## src/rtl/intr_controller_pkg.sv

```systemverilog
// Shared definitions for the interrupt controller and the processor vector logic.
//   - FSM state encodings (IDLE / REQ / SERVICE)
//   - default source count, vector width, base vector and vector stride
//   - id_width(): width of a source index for a given source count
package intr_controller_pkg;

    // FSM state encodings, kept as plain 2-bit constants for legacy users
    localparam logic [1:0] ST_IDLE    = 2'd0;
    localparam logic [1:0] ST_REQ     = 2'd1;
    localparam logic [1:0] ST_SERVICE = 2'd2;

    // Defaults shared with the processor's vector fetch logic
    localparam int unsigned DEF_NUM_SRC    = 4;
    localparam int unsigned DEF_ADDR_W     = 32;
    localparam logic [31:0] DEF_BASE_VEC   = 32'h0000_0100;
    localparam logic [31:0] DEF_VEC_STRIDE = 32'h0000_0010;

    // Source index width; a single source still needs a 1-bit id
    function automatic int unsigned id_width(input int unsigned n);
        return (n > 1) ? $clog2(n) : 1;
    endfunction

endpackage

```

## src/rtl/intr_controller_prio_enc.sv

```systemverilog
// Combinational lowest-index-first priority encoder.
// Ports:
//   req     in   NUM_SRC  request vector (bit 0 = highest priority)
//   id_c    out  ID_W     index of the lowest set bit (0 when none set)
//   valid_c out  1        at least one request bit is set
module intr_controller_prio_enc #(
    parameter int unsigned NUM_SRC = 4,
    parameter int unsigned ID_W    = 2
) (
    input  logic [NUM_SRC-1:0] req,
    output logic [ID_W-1:0]    id_c,
    output logic               valid_c
);

    // Scan from the top down so the lowest set index is the last one written
    always_comb begin
        id_c    = '0;
        valid_c = 1'b0;
        for (int i = int'(NUM_SRC) - 1; i >= 0; i--) begin
            if (req[i]) begin
                id_c    = ID_W'(i);
                valid_c = 1'b1;
            end
        end
    end

endmodule

```

## src/rtl/intr_controller.sv

```systemverilog
// Prioritised interrupt controller feeding the processor's single intr pin.
// Latches rising edges of the request lines into a pending register, masks
// them, selects the highest-priority (lowest index) enabled source and runs a
// single-level request / service handshake with the processor.
// Ports:
//   clk, rst     clock, synchronous active-high reset
//   irq_in       request lines, rising-edge sensitive
//   gie          global interrupt enable
//   mask_we      mask register write strobe
//   mask_wdata   new mask value (1 = enabled)
//   mask         current mask register
//   irq_req      interrupt request to processor
//   irq_vec      vector address, valid while irq_req=1
//   irq_id       source index, valid while irq_req=1 or in_service=1
//   cpu_ack      processor accepts the request
//   cpu_rti      processor executed return-from-interrupt
//   in_service   an acknowledged interrupt is being serviced
//   pending      pending register
module intr_controller
    import intr_controller_pkg::*;
#(
    parameter int unsigned       NUM_SRC    = DEF_NUM_SRC,
    parameter int unsigned       ADDR_W     = DEF_ADDR_W,
    parameter logic [ADDR_W-1:0] BASE_VEC   = ADDR_W'(DEF_BASE_VEC),
    parameter logic [ADDR_W-1:0] VEC_STRIDE = ADDR_W'(DEF_VEC_STRIDE),
    localparam int unsigned      ID_W       = id_width(NUM_SRC)
) (
    input  logic               clk,
    input  logic               rst,
    input  logic [NUM_SRC-1:0] irq_in,
    input  logic               gie,
    input  logic               mask_we,
    input  logic [NUM_SRC-1:0] mask_wdata,
    output logic [NUM_SRC-1:0] mask,
    output logic               irq_req,
    output logic [ADDR_W-1:0]  irq_vec,
    output logic [ID_W-1:0]    irq_id,
    input  logic               cpu_ack,
    input  logic               cpu_rti,
    output logic               in_service,
    output logic [NUM_SRC-1:0] pending
);

    logic [1:0]         state;
    logic [1:0]         state_nxt;
    logic [NUM_SRC-1:0] irq_q;
    logic [NUM_SRC-1:0] edge_c;
    logic [NUM_SRC-1:0] clr_c;
    logic [NUM_SRC-1:0] onehot_c;
    logic [ID_W-1:0]    sel_id_c;
    logic               sel_any_c;
    logic               sel_valid_c;
    logic               latched_en_c;
    logic [ADDR_W-1:0]  vec_c;
    logic               irq_req_nxt;
    logic               in_service_nxt;
    logic [ID_W-1:0]    irq_id_nxt;
    logic [ADDR_W-1:0]  irq_vec_nxt;

    // Rising-edge detect against the previous sample
    assign edge_c = irq_in & ~irq_q;

    intr_controller_prio_enc #(
        .NUM_SRC (NUM_SRC),
        .ID_W    (ID_W)
    ) u_prio_enc (
        .req     (pending & mask),
        .id_c    (sel_id_c),
        .valid_c (sel_any_c)
    );

    assign sel_valid_c = gie & sel_any_c;

    // Vector address of the selected source; wraps at ADDR_W bits
    assign vec_c = BASE_VEC + (ADDR_W'(sel_id_c) * VEC_STRIDE);

    // Latched source still enabled; otherwise the request is withdrawn
    assign onehot_c     = NUM_SRC'(1) << irq_id;
    assign latched_en_c = gie & (|(mask & onehot_c));

    // Next-state and next-output logic
    always_comb begin
        state_nxt      = state;
        irq_req_nxt    = irq_req;
        in_service_nxt = in_service;
        irq_id_nxt     = irq_id;
        irq_vec_nxt    = irq_vec;
        clr_c          = '0;
        case (state)
            ST_IDLE: begin
                if (sel_valid_c) begin
                    state_nxt   = ST_REQ;
                    irq_req_nxt = 1'b1;
                    irq_id_nxt  = sel_id_c;
                    irq_vec_nxt = vec_c;
                end
            end
            ST_REQ: begin
                // Ack takes precedence over withdraw; no preemption while requesting
                if (cpu_ack) begin
                    state_nxt      = ST_SERVICE;
                    irq_req_nxt    = 1'b0;
                    in_service_nxt = 1'b1;
                    clr_c          = onehot_c;
                end else if (!latched_en_c) begin
                    state_nxt   = ST_IDLE;
                    irq_req_nxt = 1'b0;
                end
            end
            ST_SERVICE: begin
                if (cpu_rti) begin
                    state_nxt      = ST_IDLE;
                    in_service_nxt = 1'b0;
                end
            end
            default: begin
                state_nxt      = ST_IDLE;
                irq_req_nxt    = 1'b0;
                in_service_nxt = 1'b0;
            end
        endcase
    end

    // State register and registered outputs
    always_ff @(posedge clk) begin
        if (rst) begin
            state      <= ST_IDLE;
            irq_q      <= '0;
            pending    <= '0;
            mask       <= '0;
            irq_req    <= 1'b0;
            in_service <= 1'b0;
            irq_id     <= '0;
            irq_vec    <= '0;
        end else begin
            state      <= state_nxt;
            irq_q      <= irq_in;
            // A new edge in the ack cycle wins over the clear
            pending    <= (pending & ~clr_c) | edge_c;
            if (mask_we) begin
                mask <= mask_wdata;
            end
            irq_req    <= irq_req_nxt;
            in_service <= in_service_nxt;
            irq_id     <= irq_id_nxt;
            irq_vec    <= irq_vec_nxt;
        end
    end

endmodule

```

## config.mk

```make
export PLATFORM = sky130hd
export DESIGN_NAME = intr_controller
export DESIGN_NICKNAME = d
export VERILOG_FILES = /design/src/rtl/intr_controller_pkg.sv /design/src/rtl/intr_controller_prio_enc.sv /design/src/rtl/intr_controller.sv
export SDC_FILE = /design/constraint.sdc
export NUM_CORES = 1
export LEC_CHECK = 0
export BUFFER_PORTS_ARGS = -buffer_cell sky130_fd_sc_hd__clkbuf_2
export CORE_MARGIN = 3
export CORE_UTILIZATION = 45
export CTS_BUF_LIST = sky130_fd_sc_hd__clkbuf_4 sky130_fd_sc_hd__clkbuf_8
export DETAILED_ROUTE_END_ITERATION = 10
export PLACE_DENSITY = 0.94
export SYNTH_ARGS = -nofsm -noshare
export SYNTH_HDL_FRONTEND = slang
export SYNTH_SLANG_ARGS = --single-unit
export TNS_END_PERCENT = 1
```

## constraint.sdc

```tcl
create_clock -name clk -period 1.65 [get_ports clk]
set_clock_uncertainty 0.05 [all_clocks]
set_input_delay 0.0825 -clock clk [delete_from_list [all_inputs] [get_ports clk]]
set_output_delay 0.0825 -clock clk [all_outputs]
set_load 0.01 [all_outputs]
```

# After elaboration in Yosys (flattened, before gate mapping)

Cells that the tools add are included.

Input port bits: 14
Output and inout bits: 44
Word-level logic and storage cells: 55
Register bits after elaboration: 50

Equal/unequal tests: 6
Add/subtract/negate cells: 1
Reductions and logical operators: 6
Multiplexer cells: 22
Shifts and indexed selects: 1
Bitwise gates (word level): 11

Operator list:

| operator               | count |
|---|---|
| $and A4 B4 Y4          | 4 |
| $mux W2                | 8 |
| $add A9 B6 Y10 const A | 1 |
| $mux W1                | 9 |
| $reduce_and A3 Y1      | 3 |
| $mux W4                | 2 |
| $not A4 Y4             | 2 |
| $ne A2 B2 Y1 const B   | 3 |
| $pmux W1 S3            | 2 |
| $pmux W2 S3            | 1 |
| $or A4 B4 Y4           | 1 |
| $reduce_or A4 Y1       | 1 |
| $shl A1 B2 Y4 const A  | 1 |
| $ne A3 B3 Y1 const B   | 1 |
| $and A1 B1 Y1          | 2 |
| $eq A2 B1 Y1 const B   | 1 |
| $eq A2 B2 Y1 const B   | 1 |
| $logic_not A2 Y1       | 1 |
| $not A1 Y1             | 2 |
| $reduce_and A2 Y1      | 1 |

# Logic depth before layout (Yosys ltp)

Depth after elaboration: 8
Mapped depth: 4
Mapped depth without buffers: 4

# Cells and area by module

From an unflattened synthesis, not the netlist that was laid out.

Cell total of the unflattened synthesis: 120
Area total of the unflattened synthesis: 1069.8 µm²

By module, submodules not included:

| module                   | instances | cells an instance | area an instance (µm²) |
|---|---|---|---|
| intr_controller          | 1         | 113               | 1034.7 |
| intr_controller_prio_enc | 1         | 7                 | 35.0 |

# Worst setup path before layout

OpenSTA, ideal clock, no wires.

Path kind: register -> register
From: reg irq_vec[5] (netlist name)
To: reg irq_req
Library setup time: 132 ps
Arrival: 1128 ps
Data required time: 1468 ps
Cell stages (with the launch flop): 4
Path buffers: 0
Slack: 340 ps
Path through: dfxtp_1 mux4_2 nand2_2 a211oi_2

RTL lines:

| what                 | line                   | source |
|---|---|---|
| to (signal assigned) | intr_controller.sv:143 | `irq_req <= irq_req_nxt;` |
| to (decl)            | intr_controller.sv:35  | `output logic irq_req,` |

==> impl_metrics.csv <==
group,metric,value,unit
status,status,"complete, no violations",
finish,final_cells,176,
critical_path,required,1.78,ns
finish,layout-drive-gt1-share,26.17,%
critical_path,rr_startpoint,"irq_vec[5]$_SDFFE_PP0P_",
clock_tree,clock_latency,0.30,ns
finish,synthToLayoutAreaGrowth,12.52,%
logic_synthesis,synth_top_area_share,37.30,%
power_and_ir_drop,leakage,0.5428,nW
global_routing,gr-total-overflow,0,
clock_tree,cts_setup_buffers,0,
timing,fin_crit_sh,82.20,%
global_routing,grt_max_degree,21,
critical_path,crit_start,"irq_vec[5]$_SDFFE_PP0P_",
route,drt-total-wl,1987,um
logic_synthesis,avgSynthCellArea,8.791,um2
timing,period_needed,1.356,ns
logic_synthesis,synth.yosys.seq_area_share,37.30,%
timing,setup_viol,0,
logic_synthesis,ys_warn_count,0,
hold_path,hold_path.class,"input port to flip-flop",
route,drtIter0Drc,20,
logic_synthesis,synth_cells,116,
placed_design,dp_hpwl,1506,um
die,die_area,2874,um2
placed_design,io_buffers,28,
global_routing,grt_pass1_vias,731,
logic_synthesis,synth_commonest_cells,"buf_4, dfxtp_1, nor2_1, a21oi_1, nor2b_1",
clock_tree,cts.repair.resized,0,
critical_path,critPathCaptureType,"flip-flop",
clock_tree,clkSinkCount,19,
critical_path,critPathKind,"flip-flop to flip-flop",
route,vias,809,
timing,hold_ws,0.05192,ns
finish,fin_nets,164,
route,postRouteAntennaNets,0,
critical_path,slowest_delay,0.55,ns
critical_path,worstPathCellList,"mux4_2 -> nand2_2 -> a211oi_2",
clock_tree,cts.path.max_buffers,2,
logic_synthesis,ys_top_cells_by_area,"dfxtp_1, buf_4, nor2_1, a21oi_1, mux2i_1",
power_and_ir_drop,p_per_area,801.9,nW/um2
timing,final_max_slew_viol_count,0,
logic_synthesis,synth_edf_count,0,
global_routing,antenna_found_initial,0,
clock_tree,htreeDepth,1,
die,die_w,53.61,um
die,die_y,53.61,um
finish,fillCellCount,183,
die,initial_utilization,49.45,%
placed_design,placed_cells,165,
logic_synthesis,async_flop_share,0,%
global_routing,grt_first_pass_wirelength,3098,um
flow_run,maxCapViolations,0,
logic_synthesis,yosys.area.top_type,"dfxtp_1",
timing,grt_setup_unrepaired,"false",
die,row_count,16,
timing,setup_tns,0,ns
timing,finalHoldViolCount,0,
route,vias_per_cell,4.597,
finish,antenna_cells,0,
clock_tree,clk_pin_slew_worst_paths,0.10,ns
finish,final_util,55.64,%
hold_path,worstHoldStart,"mask_wdata[2]",
logic_synthesis,synth_area,1020,um2
die,coreArea,2062,um2
clock_tree,cts_buffers,3,
finish,multi_input_area,478.0,um2
critical_path,critPathSlowestCell,"mux4_2",
route,drt_first_pass_iters,4,
logic_synthesis,ys_ff_latch,19,
clock_tree,cts_tree,"done",
route,wire_per_inst,11.29,um
timing,fmaxAchievable,0.7373,GHz
route,drc,0,
logic_synthesis,yosysUniqueCellTypes,25,
clock_tree,cts_root_buf,"clkbuf_4",
power_and_ir_drop,irDropWorstVdd,0.5630,mV
logic_synthesis,ys.flop_type,"dfxtp_1",
global_routing,grt_usage,14.53,%
critical_path,cp_data_arrival_time,1.48,ns
critical_path,worstPathMaxFanout,7,
die,io_pins,58,
placed_design,finalWeightedCongestion,0.8110,
logic_synthesis,yosysMostFrequentCell,"buf_4",
finish,final-seq-area,380.4,um2
critical_path,worstSetupStartpointType,"flip-flop",
metrics by stage:
step | worst slack, ns | total power, W | area, um2
after floorplan | 0.3399 | 0.0006700 | 1125
after global placement | 0.3853 | 0.0006590 | 1047
after detailed placement | 0.3153 | 0.0006667 | 1047
after CTS | 0.2869 | 0.0009142 | 1147
after global routing | 0.2220 | 0.0009643 | 1147
final | 0.2938 | 0.0009201 | 1147
cells in the final DEF (no fill, tap or decap):
cell	count
inv_1	4
clkbuf_4	4
a32o_1	1
nand2_2	1
nand2b_1	4
o22ai_1	1
mux2i_1	4
nor2b_1	5
a211oi_4	1
nor2_1	15
conb_1	29
dfxtp_1	19
or2b_1	1
mux4_2	1
a31oi_1	1
clkbuf_2	28
a22oi_2	2
a211oi_2	1
o21ai_1	2
nor3_1	3
nand3_1	2
a21oi_1	8
and3b_2	1
dlygate4sd3_1	7
nand2_1	4
final timing paths:
path                           endpoint  slack [ns]  depth (start not counted)
setup / recovery   irq_req$_SDFFE_PP0P_        0.29                          3
hold / removal     mask[2]$_SDFFE_PP0P_        0.05                          3
setup reg to reg   irq_req$_SDFFE_PP0P_        0.29                          3
hold reg to reg   pending[0]$_SDFF_PP0_        0.44                          2
sequential cells by signal, indices dropped and copies added (netlist names):
name        count
mask            4
pending         4
irq_id          1
irq_vec         2
state           2
in_service      1
irq_q           4
irq_req         1
worst max-delay path, delay by kind of cell, from the launching register on:
kind / cells / cell delay (ns)
muxes: 1 / 0.55
DFF: 1 / 0.49
and+or+nand+nor: 1 / 0.09
AOI/OAI and AO/OA: 1 / 0.06
report_power, final:
| part | leakage (nW) | switching [W] | total [W] | internal [W] |
|---|---|---|---|---|
| Sequential | 0.157 | 0.0000266 | 0.000511 | 0.000484 |
| Combinational | 0.368 | 0.0000944 | 0.000161 | 0.0000664 |
| Clock | 0.0184 | 0.000138 | 0.000249 | 0.000111 |
| Total | 0.543 | 0.000259 | 0.000920 | 0.000661 |
final cells by class:
type | instances | share of cell area (%)
Multi-Input combinational cell | 87 | 41.66
Sequential cell | 19 | 33.15
Timing Repair Buffer | 35 | 18.32
Tap cell | 27 | 2.944
Clock buffer | 4 | 2.617
Inverter | 4 | 1.309
routing by layer:
layer,part of all wire [%],global-route usage (%),vias up
li1,-,-,384
met1,38,16.04,368
met2,51,27.14,50
met3,9.7,3.047,7
met4,1.6,5.106,0
met5,0,0,-
repair_timing:
item | 4_1_cts | 5_1_grt
setup endpoints to repair | 0 | 0
endpoints found under the hold margin | 10 | 0
hold buffers | 7 | 0
logic make-up (layout without fill, tap and decap cells):
family / after synthesis / after routing / share of synthesized area, %
muxes: 5 / 5 / 6.135
buffers and inverters: 38 / 43 / 26.13
other: 1 / 29 / 0.3677
DFF: 19 / 19 / 37.30
and+or+nand+nor: 36 / 36 / 17.30
AOI/OAI and AO/OA: 17 / 17 / 12.76
Power figures use the tool's default switching activity.
